===== src/rtl/fetch_pkg.sv =====
// Shared types and constants for the instruction-fetch stage.
package fetch_pkg;

    typedef enum logic [1:0] {
        RUN,
        MISS,
        HALT
    } fetch_state_e;

    localparam int          INSN_BYTES = 4;
    localparam logic [31:0] NOP_INSN   = 32'h0000_0013;

endpackage


===== src/rtl/fetch_if.sv =====
// Fetch-stage bus: I-cache request/response plus the bundle handed to ifid.
interface fetch_if;

    logic [63:0] icache_addr;
    logic        icache_hit;
    logic [31:0] icache_data;
    logic        hit;
    logic [63:0] next_pc;
    logic [63:0] next_pcplus4;
    logic [31:0] next_instruction;
    logic        next_noop;

    modport master (
        output icache_addr,
        output hit,
        output next_pc,
        output next_pcplus4,
        output next_instruction,
        output next_noop,
        input  icache_hit,
        input  icache_data
    );

    modport slave (
        input  icache_addr,
        input  hit,
        input  next_pc,
        input  next_pcplus4,
        input  next_instruction,
        input  next_noop,
        output icache_hit,
        output icache_data
    );

endinterface


===== src/rtl/pc_next_mux.sv =====
// Next-PC select: reset, hold, redirect/trap target, pending target, +4.
// IF_MISALIGN_TRAP_EN: misaligned redirect targets resolve to TRAP_PC.
module pc_next_mux
    import fetch_pkg::*;
#(
    parameter logic [63:0] RESET_PC = 64'h0
`ifdef IF_MISALIGN_TRAP_EN
    ,
    parameter logic [63:0] TRAP_PC  = 64'h100
`endif
) (
    input  logic        reset,
    input  logic        hold,
    input  logic        sel_redirect,
    input  logic        sel_pend,
    input  logic        sel_adv,
    input  logic [63:0] redirect_pc,
    input  logic [63:0] pend_pc,
    input  logic [63:0] pc,
    output logic [63:0] target,
    output logic [63:0] pc_nxt
`ifdef IF_MISALIGN_TRAP_EN
    ,
    output logic        misalign
`endif
);

    always_comb begin
`ifdef IF_MISALIGN_TRAP_EN
        misalign = |redirect_pc[1:0];
        target   = misalign ? TRAP_PC : redirect_pc;
`else
        target   = redirect_pc & ~64'(INSN_BYTES - 1);
`endif
    end

    // Ordered by priority: a redirect beats a pending target (youngest wins)
    always_comb begin
        pc_nxt = pc;
        if (reset)
            pc_nxt = RESET_PC;
        else if (hold)
            pc_nxt = pc;
        else if (sel_redirect)
            pc_nxt = target;
        else if (sel_pend)
            pc_nxt = pend_pc;
        else if (sel_adv)
            pc_nxt = pc + 64'(INSN_BYTES);
    end

endmodule


===== src/rtl/fetch_stage.sv =====
// Instruction-fetch stage: sole PC owner, handles stalls, misses, redirects, ecall halt.
// IF_MISALIGN_TRAP_EN: misaligned redirects trap to TRAP_PC and pulse misalign_fault.
module fetch_stage
    import fetch_pkg::*;
#(
    parameter logic [63:0] RESET_PC = 64'h0
`ifdef IF_MISALIGN_TRAP_EN
    ,
    parameter logic [63:0] TRAP_PC  = 64'h100
`endif
) (
    input  logic        clk,
    input  logic        reset,
    input  logic        stall,
    input  logic        stall_ecall,
    input  logic        redirect,
    input  logic [63:0] redirect_pc,
    fetch_if.master     fif,
    output logic [63:0] fetch_count
`ifdef IF_MISALIGN_TRAP_EN
    ,
    output logic        misalign_fault
`endif
);

    fetch_state_e state;
    logic [63:0]  pc;
    logic [63:0]  pend_pc;
    logic [63:0]  pc_nxt;
    logic [63:0]  target;
    logic         pend_valid;
    logic         live;
    logic         eff_redir;
    logic         resolve;
    logic         accept;
    logic         sel_redirect;
    logic         sel_pend;
    logic         sel_adv;
`ifdef IF_MISALIGN_TRAP_EN
    logic         misalign;
`endif

    assign live      = (state != HALT) & ~stall_ecall;
    assign eff_redir = redirect & live;
    assign resolve   = (state == RUN) | fif.icache_hit;

    always_comb begin
        fif.hit       = 1'b1;
        fif.next_noop = 1'b1;
        if (!reset) begin
            unique case (state)
                RUN: begin
                    fif.hit       = fif.icache_hit | eff_redir;
                    fif.next_noop = eff_redir;
                end
                MISS: begin
                    fif.hit       = fif.icache_hit;
                    fif.next_noop = eff_redir | pend_valid;
                end
                default: ;
            endcase
        end
    end

    assign accept       = fif.hit & ~stall;
    assign sel_redirect = eff_redir & resolve;
    assign sel_pend     = live & (state == MISS) & fif.icache_hit & pend_valid;
    assign sel_adv      = live & accept;

    assign fif.icache_addr      = pc;
    assign fif.next_pc          = pc;
    assign fif.next_pcplus4     = pc + 64'(INSN_BYTES);
    assign fif.next_instruction = fif.next_noop ? NOP_INSN : fif.icache_data;

    pc_next_mux #(
        .RESET_PC(RESET_PC)
`ifdef IF_MISALIGN_TRAP_EN
        ,
        .TRAP_PC(TRAP_PC)
`endif
    ) u_pc_next_mux (
        .reset       (reset),
        .hold        (~live),
        .sel_redirect(sel_redirect),
        .sel_pend    (sel_pend),
        .sel_adv     (sel_adv),
        .redirect_pc (redirect_pc),
        .pend_pc     (pend_pc),
        .pc          (pc),
        .target      (target),
        .pc_nxt      (pc_nxt)
`ifdef IF_MISALIGN_TRAP_EN
        ,
        .misalign    (misalign)
`endif
    );

    always_ff @(posedge clk) begin
        pc <= pc_nxt;
        if (reset) begin
            state       <= RUN;
            pend_valid  <= 1'b0;
            pend_pc     <= '0;
            fetch_count <= '0;
`ifdef IF_MISALIGN_TRAP_EN
            misalign_fault <= 1'b0;
`endif
        end else begin
            fetch_count <= fetch_count + 64'(accept & ~fif.next_noop);
`ifdef IF_MISALIGN_TRAP_EN
            misalign_fault <= eff_redir & misalign;
`endif
            if (!live) begin
                state <= HALT;
            end else begin
                unique case (state)
                    RUN: begin
                        if (!eff_redir && !fif.icache_hit)
                            state <= MISS;
                    end
                    MISS: begin
                        // Redirects during a miss are parked until the word returns
                        if (fif.icache_hit) begin
                            state      <= RUN;
                            pend_valid <= 1'b0;
                        end else if (eff_redir) begin
                            pend_valid <= 1'b1;
                            pend_pc    <= target;
                        end
                    end
                    default: ;
                endcase
            end
        end
    end

endmodule


===== src/flat_wrapper.sv =====
// flat-port wrapper written by rule: the top's interface ports become plain ports
module fetch_stage_flat import fetch_pkg::*;
#(
    parameter logic [63:0] RESET_PC = 64'h0

)
  (clk, reset, stall, stall_ecall, redirect, redirect_pc, fetch_count, fif_icache_addr, fif_hit, fif_next_pc, fif_next_pcplus4, fif_next_instruction, fif_next_noop, fif_icache_hit, fif_icache_data);
  fetch_if fif_i ();
  input  logic clk;
  input  logic reset;
  input  logic stall;
  input  logic stall_ecall;
  input  logic redirect;
  input  logic [63:0] redirect_pc;
  output logic [63:0] fetch_count;
  output wire logic [$bits(fif_i.icache_addr)-1:0] fif_icache_addr;
  output wire logic [$bits(fif_i.hit)-1:0] fif_hit;
  output wire logic [$bits(fif_i.next_pc)-1:0] fif_next_pc;
  output wire logic [$bits(fif_i.next_pcplus4)-1:0] fif_next_pcplus4;
  output wire logic [$bits(fif_i.next_instruction)-1:0] fif_next_instruction;
  output wire logic [$bits(fif_i.next_noop)-1:0] fif_next_noop;
  input wire logic [$bits(fif_i.icache_hit)-1:0] fif_icache_hit;
  input wire logic [$bits(fif_i.icache_data)-1:0] fif_icache_data;
  assign fif_icache_addr = fif_i.icache_addr;
  assign fif_hit = fif_i.hit;
  assign fif_next_pc = fif_i.next_pc;
  assign fif_next_pcplus4 = fif_i.next_pcplus4;
  assign fif_next_instruction = fif_i.next_instruction;
  assign fif_next_noop = fif_i.next_noop;
  assign fif_i.icache_hit = fif_icache_hit;
  assign fif_i.icache_data = fif_icache_data;
  fetch_stage #(.RESET_PC(RESET_PC)) u_core (.clk(clk), .reset(reset), .stall(stall), .stall_ecall(stall_ecall), .redirect(redirect), .redirect_pc(redirect_pc), .fif(fif_i), .fetch_count(fetch_count));
endmodule

===== config.mk =====
export PLATFORM = sky130hd
export DESIGN_NAME = fetch_stage_flat
export DESIGN_NICKNAME = d
export VERILOG_FILES = /design/src/rtl/fetch_pkg.sv /design/src/rtl/fetch_if.sv /design/src/rtl/pc_next_mux.sv /design/src/rtl/fetch_stage.sv /design/src/flat_wrapper.sv
export SDC_FILE = /design/constraint.sdc
export NUM_CORES = 1
export LEC_CHECK = 0
export BUFFER_PORTS_ARGS = -buffer_cell sky130_fd_sc_hd__buf_2
export CAP_MARGIN = 20
export CELL_PAD_IN_SITES_DETAIL_PLACEMENT = 1
export CELL_PAD_IN_SITES_GLOBAL_PLACEMENT = 1
export CORE_MARGIN = 5
export CORE_UTILIZATION = 37
export DETAILED_ROUTE_END_ITERATION = 12
export PLACE_DENSITY = 0.79
export SLEW_MARGIN = 10
export SYNTH_ARGS = -nofsm -noshare
export SYNTH_HDL_FRONTEND = slang
export SYNTH_HIERARCHICAL = 1
export SYNTH_SLANG_ARGS = --single-unit

===== constraint.sdc =====
create_clock -name clk -period 4.72 [get_ports clk]
set_input_delay 1.18 -clock clk [delete_from_list [all_inputs] [get_ports clk]]
set_output_delay 1.18 -clock clk [all_outputs]
set_load 0.02 [all_outputs]

; Word level (Yosys, flattened, before mapping)
; Cells that the tools add are included.
[totals]
register_bits = 193
inputBits = 102
out_inout_bits = 290
wordCells = 59
[classes]
add_sub_neg = 2
n_eq_ne = 7
n_mux = 14
n_bitwise = 17
reduce_logical = 13
[op_table]
columns = op, count
row1 = 64-bit two-way mux, 3
row2 = 64-bit by 3-bit adder with 64-bit output (second input constant), 1
row3 = 64-bit adder, 1
row4 = 1-bit by 64-bit bitwise AND with 64-bit output, 1
row5 = 1-bit NOT with 64-bit output, 1
row6 = 32-bit two-way mux, 1
row7 = 3-bit inequality test (second input constant), 3
row8 = 3-bit AND reduction, 3
row9 = 1-bit bitwise AND, 8
row10 = 2-bit two-way mux, 3
row11 = 2-bit inequality test (second input constant), 3
row12 = 1-bit two-way mux, 4
row13 = 1-bit NOT, 4
row14 = 1-bit case mux with 2 select lines, 2
row15 = 2-bit case mux with 2 select lines, 1
row16 = 4-bit AND reduction, 1
row17 = 2-bit nonzero test, 2
row18 = 1-bit bitwise OR, 3
row19 = 3-bit nonzero test, 1
row20 = 2-bit by 1-bit == test with 1-bit output (second input constant), 1
row21 = 1-bit logical NOT, 2
row22 = 2-bit logical NOT, 1
row23 = 2-bit AND reduction, 1
row24 = 2-bit OR reduction, 1
row25 = 1-bit logical AND, 1

; Longest topological paths before layout
; Gate-level depths: netlist of run 1.
[logic_depth]
word_depth = 11
mapped_depth = 16
mapped_depth_nobuf = 12

; Modules after synthesis
; The synthesis of run 1 kept the hierarchy.
[by_module_without_submodules]
columns = module, instances, cells_each, area_per_inst_um2, seq_area_each_um2
row1 = fetch_stage, 1, 1011, 8546.9, 3903.7
row2 = pc_next_mux, 1, 669, 4209.0, 0.0

; Worst setup path after synthesis of run 1
; OpenSTA, ideal clock, no wires.
[synth_timing]
path_type = input -> register
start = input port reset
end = register u_core.fetch_count[62]
setup_ns = 0.070
arrival_ns = 4.067
required_time_ns = 4.650
path_slack_ns = 0.583
path_stages = 15
path_buffers = 3
path_cell_list = clkbuf_1 -> nor2_1 -> nand2_1 -> a21oi_1 -> clkbuf_1 -> inv_1 -> nor3_1 -> ha_1 -> ha_1 -> and4_1 -> and4_1 -> clkbuf_1 -> nand4_1 -> or3_1 -> a21oi_1
[synth_between]
elab_chain_cells = 4
elab_cells_between_ends = 6
cone_classes = 1 x add/sub / 2 x mux / 3 x bitwise
[synth_rtl]
columns = element, line
row1 = "start, declared", flat_wrapper.sv:10  ; input logic reset;
row2 = 1-bit two-way mux, fetch_stage.sv:50  ; if (!reset) begin
row3 = net fif_next_noop, flat_wrapper.sv:21  ; output wire logic [$bits(fif_i.next_noop)-1:0] fif_next_noop;
row4 = 1-bit NOT with 64-bit output, fetch_stage.sv:109  ; fetch_count <= fetch_count + 64'(accept & ~fif.next_noop);
row5 = 1-bit by 64-bit bitwise AND with 64-bit output, fetch_stage.sv:109
row6 = 64-bit adder, fetch_stage.sv:109
row7 = "end signal, assigned", fetch_stage.sv:109
row8 = "end, declared", fetch_stage.sv:19  ; output logic [63:0] fetch_count
; The timed path passes the listed nets, and every way through them passes these cells.
; A chain may end at the register's enable or synchronous reset.

; Final worst setup path of run 1
[layout_timing]
start = register u_core.pc[14], in the netlist u_core/fif.icache_addr[14]
end = output port fif_next_pcplus4[61]
[layout_between]
elab_chain_cells = 1
[layout_rtl]
columns = element, line
row1 = "start, declared", fetch_stage.sv:27  ; logic [63:0] pc;
row2 = "start signal, assigned", fetch_stage.sv:99  ; pc <= pc_nxt;
row3 = 64-bit by 3-bit adder with 64-bit output, fetch_stage.sv:72  ; assign fif.next_pcplus4 = pc + 64'(INSN_BYTES);
row4 = "end, declared", flat_wrapper.sv:19  ; output wire logic [$bits(fif_i.next_pcplus4)-1:0] fif_next_pcplus4;
; Every way passes these cells.

==> results of run 1 <==
worst max-delay path by stage:
stage,startpoint,endpoint,slack (ps),cells after the start
floorplan,reset,u_core/fetch_count[62]$_SDFF_PP0_,580,15
global placement,stall_ecall,u_core/fetch_count[62]$_SDFF_PP0_,420,13
detailed placement,stall_ecall,u_core/fetch_count[60]$_SDFF_PP0_,230,13
CTS,u_core/fif.icache_addr[14]$_DFF_P_,fif_next_pcplus4[61],190,6
global route,u_core/fif.icache_addr[14]$_DFF_P_,fif_next_pcplus4[61],60,6
finish,u_core/fif.icache_addr[14]$_DFF_P_,fif_next_pcplus4[61],150,6
cells in the final DEF, fill, tap and decap left out, types with 5 or more instances in the layout:
| cell type | n |
|---|---|
| buf_2 | 388 |
| nand2_1 | 216 |
| dfxtp_1 | 195 |
| nor2_1 | 142 |
| a21oi_1 | 115 |
| nand3_1 | 74 |
| nand4_1 | 70 |
| xor2_1 | 69 |
| nor3_1 | 62 |
| o21ai_0 | 62 |
| xnor2_1 | 55 |
| buf_4 | 51 |
| and2_1 | 36 |
| o22ai_1 | 34 |
| and3_1 | 31 |
| inv_1 | 30 |
| or3_1 | 28 |
| mux2i_1 | 26 |
| nand2b_1 | 24 |
| clkbuf_16 | 17 |
| and4_1 | 17 |
| o221ai_1 | 15 |
| nor4_1 | 13 |
| a211oi_1 | 12 |
| nor4_2 | 9 |
| or4_1 | 9 |
| a31oi_1 | 8 |
| a221oi_1 | 8 |
| or2_2 | 6 |
| nor4_4 | 6 |
| nor2b_1 | 5 |
| o21a_1 | 5 |
| o31ai_1 | 5 |
sequential cells by signal, indices dropped and copies added, names as in the netlist:
| register | flops |
|---|---|
| u_core/fetch_count | 64 |
| u_core/pend_pc | 64 |
| u_core/state | 2 |
| u_core/fif.icache_addr | 64 |
| u_core/pend_valid | 1 |
power groups by stage:
stage | logic [mW] | registers, mW | clock network [mW]
6_report | 0.816 | 1.78 | 1.56
5_1_grt | 0.874 | 1.79 | 1.66
4_1_cts | 0.819 | 1.78 | 1.59
3_5_place_dp | 0.815 | 1.82 | 0
3_3_place_gp | 0.797 | 1.82 | 0
2_1_floorplan | 0.496 | 1.88 | 0
tightest hold or removal path, cell delays in order (launching register included):
cell and delay (ps):
dfxtp_1 310, nand2_1 50, a21oi_1 50
metal layers:
metal	GRT usage	vias to the layer above	wire [microns]
met2	0.415	416	23700
met4	0.0706	6	1100
met1	0.290	6518	19700
met3	0.0465	69	2900
met5	0	-	29
li1	-	6257	-
cell type report:
type	count	share of cell area
multi-input cells	1228	0.493
flip-flops and latches	195	0.261
repair buffers	441	0.158
well taps	455	0.0381
clock buffers	17	0.0285
clock inverters	15	0.0127
inverters	31	0.00779
diodes	4	0.000670
metrics by stage:
stage	std cells	setup WS, ps	total power, mW	utilization	instance area [sq um]
detailed placement	2350	227	2.63	0.417	14300
CTS	2382	185	4.19	0.435	14900
finish	2386	155	4.15	0.436	14900
floorplan	1681	583	2.37	-	12800
global route	2385	64.3	4.33	0.436	14900
global placement	2350	419	2.61	0.417	14300
cell families after synthesis:
logic type / count (synthesis) / share of synthesized area
flip-flops: 195 / 0.306
other: 1 / 0.000294
adder cells (fa/ha/maj): 4 / 0.00392
multiplexers: 29 / 0.0231
XOR/XNOR: 125 / 0.0864
AND/OR/NAND/NOR: 777 / 0.323
buffers and inverters: 258 / 0.119
AO/OA/AOI/OAI: 291 / 0.138
cell usage after synthesis, drive strengths merged, types with 31 or more instances:
master    n  area [sq um]
o21ai    62           310
clkbuf   79           302
and2     36           225
and3     32           201
nor3     66           340
nand2   217           817
nand4    76           531
o22ai    34           213
buf     147          1090
a21oi   116           581
dfxtp   195          3900
xor2     69           604
nand3    74           370
nor2    142           533
inv      31           116
xnor2    56           498
==> out/results.ini, run 1 <==
[clocking]
clk_latency_ps = 440
numCtsBuffers = 17
clockBufferDepth = 2
post_cts_buffers = 0
cts_tree = built
htree_levels = 4
hold_buffers = 0
cts.clk_slew.worst_paths_ps = 80
cts.sinks = 195
root_buffer = clkbuf_16
cts_resized = 0

[logic_synthesis]
synth-warning-count = 6
async_reset_ff_frac = 0
synth_flop_cell = dfxtp_1
synth_edf_count = 0
ys_seq_area_frac = 0.306
netlist_area_sq_mm = 0.0128
ys_ff_latch = 195
syn_inst = 1680
ys_types = 75
avgSynthCellArea_sq_um = 7.59

[sta]
max_slew_margin = 0.312
fin_crit_ps = 4570
skew_ps = 17.8
fin_crit_sh = 0.967
setup_violations = 0
grt_setup_unrepaired = false
finalSetupTns_ps = 0
timing.fmax_mhz = 219
finalHoldViolCount = 0
worst_slew_pin_slew_ps = 1030
slew_violations = 0
timing.hold.ws_ps = 453

[layout]
layout-drive-gt1-share = 0.273
multi_input_area_sq_mm = 0.00736
fill_cells = 4365
nets = 2020
register_area_sq_mm = 0.00390
area_growth_pct = 17.1

[power]
power_density_mw_per_mm2 = 278
peakVddDrop_mv = 0.198
p_sw_mw = 1.37
internal-power_mw = 2.78
sequentialPowerShare = 0.429
p_clk_frac = 0.375
p_leak_nw = 6.32
swShare = 0.330
p_comb_frac = 0.196

[route]
first_pass_iters = 5
via_count = 13266
postRouteAntennaNets = 0
via_per_inst = 5.56
drc = 0
totalWireLength_mm = 47.5
drt_iter0_drc = 676
detail_route.wl_per_cell_microns = 19.9

[place]
io_buffers = 389
dpl.hpwl_mm = 34.3
gp_congestion = 0.870

[setup_path]
r2r_start = u_core/state[1]$_SDFFE_PP0P_
crit_required_ps = 3540
crit_buf_inv = 1
slowest_stage = or4_1
reg2reg_slack_ps = 1270
cpPeakStageDelay_ps = 830
r2r_cells = 12
cp_max_fo = 10
reg2reg_to = u_core/fetch_count[62]$_SDFF_PP0_
arrival_ps = 3390
crit_path_start_kind = flip-flop
path_delay_family = simple AND/OR/NAND/NOR gates
path_class = reg -> out
endpoint_kind = output pin
path_cells = nand4_2 > or3_1 > or4_1 > nor4_4 > xor2_1 > buf_2

[global_route]
grt_pass1_vias = 13541
grt_start_max_net_pins = 167
gr-usage-all-layers = 0.235
grt_pass1_wl_mm = 74.2
grt-ovfl-total = 0
antenna_found_initial = 6

[floorplanning]
dieArea_sq_mm = 0.0383
die_height_microns = 196
core_sq_mm = 0.0343
rows = 68
ios = 392
die_w_microns = 196
start_util = 0.372

[status]
status = finished clean

[worst_hold_path]
min_to = u_core/pend_pc[51]$_SDFFE_PP0P_
hp-class = reg -> reg
worst_hold_startpoint = u_core/pend_pc[51]$_SDFFE_PP0P_
hold_depth = 2

[flow_run]
maxCapViolations = 0

No activity file was read; power rests on OpenSTA's default activity.
==> run 2: changes to the inputs <==
Settings changed: CORE_ASPECT_RATIO set to 0.6.
==> out/results.ini, run 2 (synthesis gave the netlist of run 1 again) <==
[sta]
setup_violations = 0  ; unchanged
worst_slack_ps = 366  ; was 155 ps
worst_slew_pin_slew_ps = 1120  ; was 1030 ps
fin_crit_ps = 4350  ; was 4570 ps
max_slew_margin = 0.254  ; was 0.312
skew_ps = 17.8  ; about the same
finalHoldViolCount = 0  ; unchanged
finalSetupTns_ps = 0  ; unchanged
slew_violations = 0  ; unchanged
grt_setup_unrepaired = false  ; unchanged
timing.fmax_mhz = 230  ; was 219 MHz
fin_crit_sh = 0.923  ; was 0.967

[clocking]
clk_latency_ps = 460  ; was 440 ps
root_buffer = clkbuf_16  ; unchanged
post_cts_buffers = 0  ; unchanged
htree_levels = 4  ; unchanged
hold_buffers = 0  ; unchanged
cts_tree = built  ; unchanged
cts.clk_slew.worst_paths_ps = 80  ; about the same
cts.sinks = 195  ; unchanged
numCtsBuffers = 17  ; unchanged
clockBufferDepth = 2  ; unchanged

[floorplanning]
rows = 52  ; was 68
die_height_microns = 154  ; was 196 microns
core_sq_mm = 0.0338  ; was 0.0343 sq mm
dieArea_sq_mm = 0.0384  ; was 0.0383 sq mm
start_util = 0.377  ; was 0.372
die_w_microns = 250  ; was 196 microns
ios = 392  ; unchanged

[power]
peakVddDrop_mv = 0.240  ; was 0.198 mV
p_total_mw = 4.08  ; was 4.15 mW
p_leak_nw = 6.30  ; was 6.32 nW
power_density_mw_per_mm2 = 274  ; was 278 mW/mm^2

[layout]
nets = 2020  ; unchanged
final_cell_mix = buf_2 (388), nand2_1 (216), dfxtp_1 (195)  ; unchanged
multi_input_area_sq_mm = 0.00736  ; about the same
final_common_cell = buf_2  ; unchanged
register_area_sq_mm = 0.00390  ; unchanged
layout-drive-gt1-share = 0.274  ; was 0.273
area_growth_pct = 16.9  ; was 17.1%
fill_cells = 4307  ; was 4,365

[route]
totalWireLength_mm = 51.1  ; was 47.5 mm
via_per_inst = 5.63  ; was 5.56
drt_iter0_drc = 1024  ; was 676
postRouteAntennaNets = 0  ; unchanged
first_pass_iters = 5  ; unchanged
drc = 0  ; unchanged
via_count = 13476  ; was 13.3k
detail_route.wl_per_cell_microns = 21.4  ; was 19.9 microns

[setup_path]
crit_required_ps = 3540  ; about the same
crit_buf_inv = 1  ; unchanged
path_delay_family = simple AND/OR/NAND/NOR gates  ; unchanged
cp_max_fo = 9  ; was 10
slowest_stage = or4_4  ; was or4_1
endpoint_kind = output pin  ; unchanged
cpPeakStageDelay_ps = 760  ; was 830 ps
crit_path_start_kind = flip-flop  ; unchanged
arrival_ps = 3170  ; was 3390 ps
path_cells = and3_1 > nand3_1 > or4_4 > nor4_4 > xor2_1 > buf_2  ; was nand4_2 > or3_1 > or4_1 > nor4_4 > xor2_1 > buf_2
path_class = reg -> out  ; unchanged

[global_route]
grt_pass1_vias = 13677  ; was 13.5k
grt_pass1_wl_mm = 79.2  ; was 74.2 mm
gr-usage-all-layers = 0.254  ; was 0.235
grt-ovfl-total = 0  ; unchanged
antenna_found_initial = 11  ; was 6
grt_start_max_net_pins = 93  ; was 167

[place]
gp_congestion = 0.871  ; was 0.870
io_buffers = 389  ; unchanged
pre_cts_ws_ps = 311  ; was 227 ps
dpl.hpwl_mm = 37.9  ; was 34.3 mm

[worst_hold_path]
hp-class = reg -> reg  ; unchanged

[flow_run]
maxCapViolations = 0  ; unchanged

[status]
status = finished clean  ; unchanged

-- run 2: cell count changes in the layout (fill, tap and decap cells not counted), sizes merged --
cell      previous run  this run
inv                 38        35
bufinv               2         1
diode                4         6
clkinv               5         6
clkbuf              17        18
clkinvlp             1         3
-- run 2: layer usage --
metal | share of wire | GRT usage | vias to the layer above
met5 | 0.0010 | 0 | -
met4 | 0.014 | 0.0645 | 8
met3 | 0.071 | 0.0500 | 63
met2 | 0.46 | 0.410 | 483
met1 | 0.46 | 0.350 | 6649
li1 | - | - | 6273
-- run 2: worst paths after layout --
check	startpoint	endpoint	slack [ps]	cells past startpoint
min reg2reg	u_core/pend_pc[28]$_SDFFE_PP0P_	u_core/pend_pc[28]$_SDFFE_PP0P_	460	2
max reg2reg	u_core/state[1]$_SDFFE_PP0P_	u_core/fetch_count[56]$_SDFF_PP0_	1280	12
min	u_core/pend_pc[28]$_SDFFE_PP0P_	u_core/pend_pc[28]$_SDFFE_PP0P_	460	2
max	u_core/fif.icache_addr[5]$_DFF_P_	fif_next_pcplus4[61]	370	6
-- run 2: report_power, final --
part / switching [mW] / internal (mW) / leakage [nW]
Sequential: 0.0950 / 1.69 / 1.58
Combinational: 0.530 / 0.281 / 4.44
Clock: 0.733 / 0.749 / 0.274
-- run 2: layout make-up --
class | count | share of cell area
sequential | 195 | 0.262
timing repair buffer | 441 | 0.159
antenna | 6 | 0.00101
inverter | 31 | 0.00781
multi-input combinational | 1228 | 0.494
clock inverter | 14 | 0.00865
clock buffer | 18 | 0.0295
tap | 459 | 0.0385
-- run 2: worst min-delay path: stages, from the launching register on --
cell	delay, ps
dfxtp_1	310
nand2_1	50
a21oi_1	50
-- run 2: through the flow --
stage           util  cells  area [sq um]  hold slack (ps)
2_1_floorplan      -   1681         12800              433
3_3_place_gp   0.423   2354         14300              439
3_5_place_dp   0.423   2354         14300              445
4_1_cts        0.440   2386         14900              456
5_1_grt        0.440   2391         14900              483
6_report       0.441   2392         14900              458
-- run 2: timing repair --
| action | CTS | global route |
|---|---|---|
| endpoints found under the setup margin | 0 | 3 |
| endpoints found under the hold margin | 0 | 0 |
| gates resized for setup | 0 | 1 |
